### src/rtl/risc_toy_ifetch.sv
// risc_toy_ifetch
//
// Instruction fetch unit with a prefetch queue for the RISC_TOY core.
// Owns the fetch PC, issues sequential word fetches to the instruction
// memory (fixed 1-cycle latency), buffers up to DEPTH {pc, instr} entries
// and hands them to decode over a valid/ready handshake. A redirect from
// execute flushes the queue and restarts fetch at the new PC.
//
// Parameters
//   DEPTH     queue entries, power of two in 2..16
//   RESET_PC  first fetch byte address, bits [1:0] zero
//
// Ports
//   CLK             clock, rising edge
//   RSTN            asynchronous active-low reset
//   IREQ            fetch request to instruction memory
//   IADDR[29:0]     word address of the fetch (fetch PC[31:2])
//   INSTR[31:0]     instruction word, valid the cycle after an IREQ cycle
//   redirect_valid  flush and restart fetch at redirect_pc
//   redirect_pc     new byte PC (bits [1:0] ignored)
//   out_valid       queue head valid to decode
//   out_ready       decode accepts the head
//   out_instr       head instruction
//   out_pc          byte PC of the head instruction

module risc_toy_ifetch #(
  parameter int          DEPTH    = 4,
  parameter logic [31:0] RESET_PC = 32'h0000_0000
) (
  input  logic        CLK,
  input  logic        RSTN,
  output logic        IREQ,
  output logic [29:0] IADDR,
  input  logic [31:0] INSTR,
  input  logic        redirect_valid,
  input  logic [31:0] redirect_pc,
  output logic        out_valid,
  input  logic        out_ready,
  output logic [31:0] out_instr,
  output logic [31:0] out_pc
);

  localparam int AW = (DEPTH > 1) ? $clog2(DEPTH) : 1;
  localparam int CW = AW + 1;  // count holds 0..DEPTH
  localparam int SW = AW + 2;  // count + inflight without overflow

  // Control state
  logic [31:0]   fpc;
  logic          run;
  logic          inflight;
  logic          squash;
  logic [AW-1:0] rd;
  logic [AW-1:0] wr;
  logic [CW-1:0] count;

  // Data state (no reset needed: qualified by inflight / count)
  logic [31:0]   ipc;
  logic [31:0]   q_pc    [DEPTH];
  logic [31:0]   q_instr [DEPTH];

  logic [SW-1:0] occ;
  logic          issue;
  logic          push;
  logic          pop;

  // The low two bits of a redirect target are dropped by design.
  logic          unused_rpc_lsb;
  assign unused_rpc_lsb = ^redirect_pc[1:0];

  // Issue decision uses the registered count only: a pop this cycle does
  // not open a slot until the next cycle, which keeps IREQ off the
  // out_ready path.
  always_comb begin
    occ   = SW'(count) + SW'(inflight);
    issue = run && !redirect_valid && (occ < SW'(DEPTH));
    push  = inflight && !squash && !redirect_valid;
    pop   = out_valid && out_ready;
  end

  assign IREQ      = issue;
  assign IADDR     = fpc[31:2];
  assign out_valid = (count != '0);
  // Storage is not reset, so the head is forced to zero while empty.
  assign out_pc    = out_valid ? q_pc[rd]    : '0;
  assign out_instr = out_valid ? q_instr[rd] : '0;

  // Fetch / queue control
  always_ff @(posedge CLK or negedge RSTN) begin
    if (!RSTN) begin
      fpc      <= RESET_PC;
      run      <= 1'b0;
      inflight <= 1'b0;
      squash   <= 1'b0;
      rd       <= '0;
      wr       <= '0;
      count    <= '0;
    end else begin
      run <= 1'b1;
      if (redirect_valid) begin
        // Redirect wins over issue, push and pop. A handshake in this
        // cycle still counts for decode; the queue is emptied anyway.
        fpc      <= {redirect_pc[31:2], 2'b00};
        inflight <= 1'b0;
        squash   <= inflight;
        count    <= '0;
        rd       <= wr;
      end else begin
        if (issue) begin
          fpc      <= fpc + 32'd4;
          inflight <= 1'b1;
          squash   <= 1'b0;
        end else begin
          inflight <= 1'b0;
        end
        if (push) wr <= wr + AW'(1);
        if (pop)  rd <= rd + AW'(1);
        if (push && !pop)      count <= count + CW'(1);
        else if (pop && !push) count <= count - CW'(1);
      end
    end
  end

  // Fetch PC of the outstanding request and queue storage
  always_ff @(posedge CLK) begin
    if (issue) ipc <= fpc;
    if (push) begin
      q_pc[wr]    <= ipc;
      q_instr[wr] <= INSTR;
    end
  end

  // The issue condition reserves a slot for every outstanding fetch.
  a_no_overflow: assert property (@(posedge CLK) disable iff (!RSTN)
    !(push && !pop && (count == CW'(DEPTH))));

endmodule

### config.mk
export PLATFORM = sky130hd
export DESIGN_NAME = risc_toy_ifetch
export DESIGN_NICKNAME = d
export VERILOG_FILES = /design/src/rtl/risc_toy_ifetch.sv
export SDC_FILE = /design/constraint.sdc
export NUM_CORES = 1
export LEC_CHECK = 0
export CORE_MARGIN = 5
export CORE_UTILIZATION = 55
export CTS_BUF_LIST = sky130_fd_sc_hd__clkbuf_16
export CTS_CLUSTER_SIZE = 28
export DETAILED_ROUTE_END_ITERATION = 6
export PLACE_DENSITY = 0.89
export SLEW_MARGIN = 20
export SYNTH_ARGS = -nofsm -noshare
export SYNTH_HDL_FRONTEND = slang
export SYNTH_SLANG_ARGS = --single-unit
### constraint.sdc
create_clock -name CLK -period 9.1 [get_ports CLK]
set_clock_uncertainty 0.2 [all_clocks]
set_input_delay 2.275 -clock CLK [delete_from_list [all_inputs] [get_ports CLK]]
set_output_delay 2.275 -clock CLK [all_outputs]
set_load 0.03 [all_outputs]
==> results.ini <==
[status]
status = completed

[floorplanning]
fp.dieW_um = 161.7
core_region_area_um2 = 22640
pin_count = 164
die_y_um = 161.7
start_util = 0.5589
rows = 55
die_area_um2 = 26140

[finish]
stdcell_area_um2 = 15490
drive_above_1_share = 0.1445
fin_nets = 936
final-instance-count-excl-fill = 1171
antennaDiodeCount = 0
areaGrowthSynthToFinish_pct = 22.46

[grt]
grt_pass1_vias = 7430
grt_pass1_wl_um = 40660
gr-total-overflow = 0
grt_usage = 0.1970
grt_max_degree = 67
antenna_found_initial = 0

[routing]
wl_um = 25620
viasPerCell = 6.031
first_iter_violations = 546
dr.pass1.iters = 5
detail_route.wl_per_cell_um = 21.88
drtAntennaViolNets = 0
via_count = 7062
drc = 0

[pwr]
irDropWorstVdd_mv = 0.1705
share_comb_of_total_power = 0.336
p_int_mw = 3.144
power.density_nw_per_um2 = 298.2
power.switching_mw = 1.477
p_sw_frac = 0.3197
p_leak_nw = 5.197
p_seq_frac = 0.401
pwr-share-clk = 0.263

[timing]
slew_violations = 0
setup_viol_count_final = 0
worst-slew-pin-transition_ps = 983.5
fmax_ghz = 0.1460
period_needed_ps = 6848
maxSlewHeadroom = 0.3443
setup-tns-final_ps = 0
rsz0062_at_grt = no
hold_viol_final = 0
timing.final.crit_share = 0.7525

[clock_tree]
path_clk_slew_ps = 60
clk_path_buf_depth = 3
ctsHoldBuffers = 0
postCtsSetupBuffers = 0
h-tree-depth = 1
ctsResizeCount = 0
cts_num_sinks = 318
cts-root-buf = clkbuf_16
cts_buffers = 30
clkLatencyLatePin_ps = 540
cts_tree = built

[logic_synthesis]
seq_area_frac_synth = 0.7389
synthFlopType = edfxtp_1
yosys.area.top_type = edfxtp_1
syn_avg_cell_area_um2 = 18.10
synthMostInstantiatedCell = edfxtp_1
ys_warn_count = 0
ys_types = 50
netlist_top_cells_area = edfxtp_1 (66%), mux4_2 (11%), dfrtp_1 (7.9%)
synth.top_cell.area_share = 0.6597
yosys-top-cells-count = edfxtp_1 (278), and2_1 (69), mux4_2 (62)
synthArstFlopShare = 0.1258
synth_area_um2 = 12650
synth_cells = 699
ys_ff_latch = 318
synth-edff-count = 278

[worst_setup_path]
reg2reg_depth = 8
cp-end-kind = output pin
crit_required_ps = 6630
crit_type = input port to output pin
cp_cell_sequence = clkdlybuf4s50_1 -> buf_4 -> nor2_1 -> nand3_1 -> buf_4 -> inv_2 -> clkdlybuf4s50_1
slowest_stage = clkdlybuf4s50_1
timing.rr.end = fpc[14]
slowest_delay_ps = 610
r2r_setup_slack_ps = 6240
reg2reg_from = count[1]
critPathLaunchType = input port
path_max_fanout = 47
crit_arrival_ps = 4370

[placement]
hpwl_um = 14960
dpl_cell_area_um2 = 14510
io_buffers = 159
globalplace.congestion = 0.8780
post-place-cells = 1115

[hold_path]
holdPathStages = 0
hp-class = flip-flop to flip-flop
min_from = ipc[30]
holdPathEnd = q_pc[2][30]

[job]
cap_violations = 0

[metrics by stage]
step | utilization | power, mW | setup WS (ps) | hold WS [ps]
final | 0.6844 | 4.621 | 2252 | 296.6
after global routing | 0.6844 | 4.823 | 2154 | 317.9
after floorplan | - | 2.849 | 3034 | 258.7
after CTS | 0.6842 | 4.668 | 2288 | 296.0
after global placement | 0.6408 | 3.416 | 2328 | 271.4
after detailed placement | 0.6408 | 3.453 | 2307 | 289.5
[metal layers]
metal / wire length, um / track usage
met2: 12890 / 0.3353
met1: 10280 / 0.2667
met5: 0 / 0
met4: 533 / 0.05152
met3: 1917 / 0.03755
[worst max path at each step]
stage	from	end	cells after the start
final	redirect_valid	IREQ	7
after CTS	redirect_valid	IREQ	7
after detailed placement	redirect_valid	IREQ	7
after global placement	redirect_valid	IREQ	7
after global routing	redirect_valid	IREQ	7
after floorplan	redirect_valid	IREQ	5
[worst max-delay path, delay by kind of cell]
| family | cells | cell delay [ps] |
|---|---|---|
| buffers and inverters | 5 | 1860 |
| AND/OR/NAND/NOR | 2 | 210 |
[cell families (layout without fill, tap and decap cells)]
family | count (synthesis) | count (layout) | share of synthesized area
buffers and inverters | 47 | 233 | 0.01533
other | 2 | 3 | 0.0005935
flip-flops | 318 | 318 | 0.7389
AO/OA/AOI/OAI | 67 | 67 | 0.03619
adder cells (fa/ha/maj) | 6 | 6 | 0.006526
AND/OR/NAND/NOR | 188 | 188 | 0.08563
XOR/XNOR | 6 | 6 | 0.004153
multiplexers | 65 | 65 | 0.1127
[sequential cells by signal, summed over array words and instances, names as in the netlist]
register,count
q_instr,128
q_pc,120
fpc,30
ipc,30
count,3
rd,2
wr,2
inflight,1
run,1
squash,1
[power groups by stage]
stage                     logic, mW  clock network (mW)  registers [mW]
after floorplan               0.997                   0            1.85
after global placement         1.54                   0            1.88
after detailed placement       1.57                   0            1.88
after CTS                      1.57                1.24            1.86
after global routing           1.65                1.30            1.88
final                          1.55                1.22            1.86
[cell usage in the layout, fill, tap and decap left out, types with 7 or more instances in the layout]
cell type        Yosys  layout
edfxtp_1           278     278
clkdlybuf4s50_1      0     158
and2_1              69      65
mux4_2              62      62
dfrtp_1             40      38
nand2_1             37      37
clkbuf_16            0      32
nand3_1             24      24
o21ai_0             23      23
inv_1               13      19
nor2_1              16      16
a21oi_1              9       9
nand4_1              9       9
a221o_1              8       8
o211ai_1             7       7
[area by class of cell]
cell class | count | area (um^2)
Clock buffer | 32 | 800.8
Tap cell | 285 | 356.6
Inverter | 13 | 48.80
Multi-Input combinational cell | 335 | 3129
Fill cell | 1443 | 7146
Clock inverter | 24 | 181.4
Timing Repair Buffer | 164 | 1624
Sequential cell | 318 | 9354
Note: power is estimated with default switching activity, not from simulation.
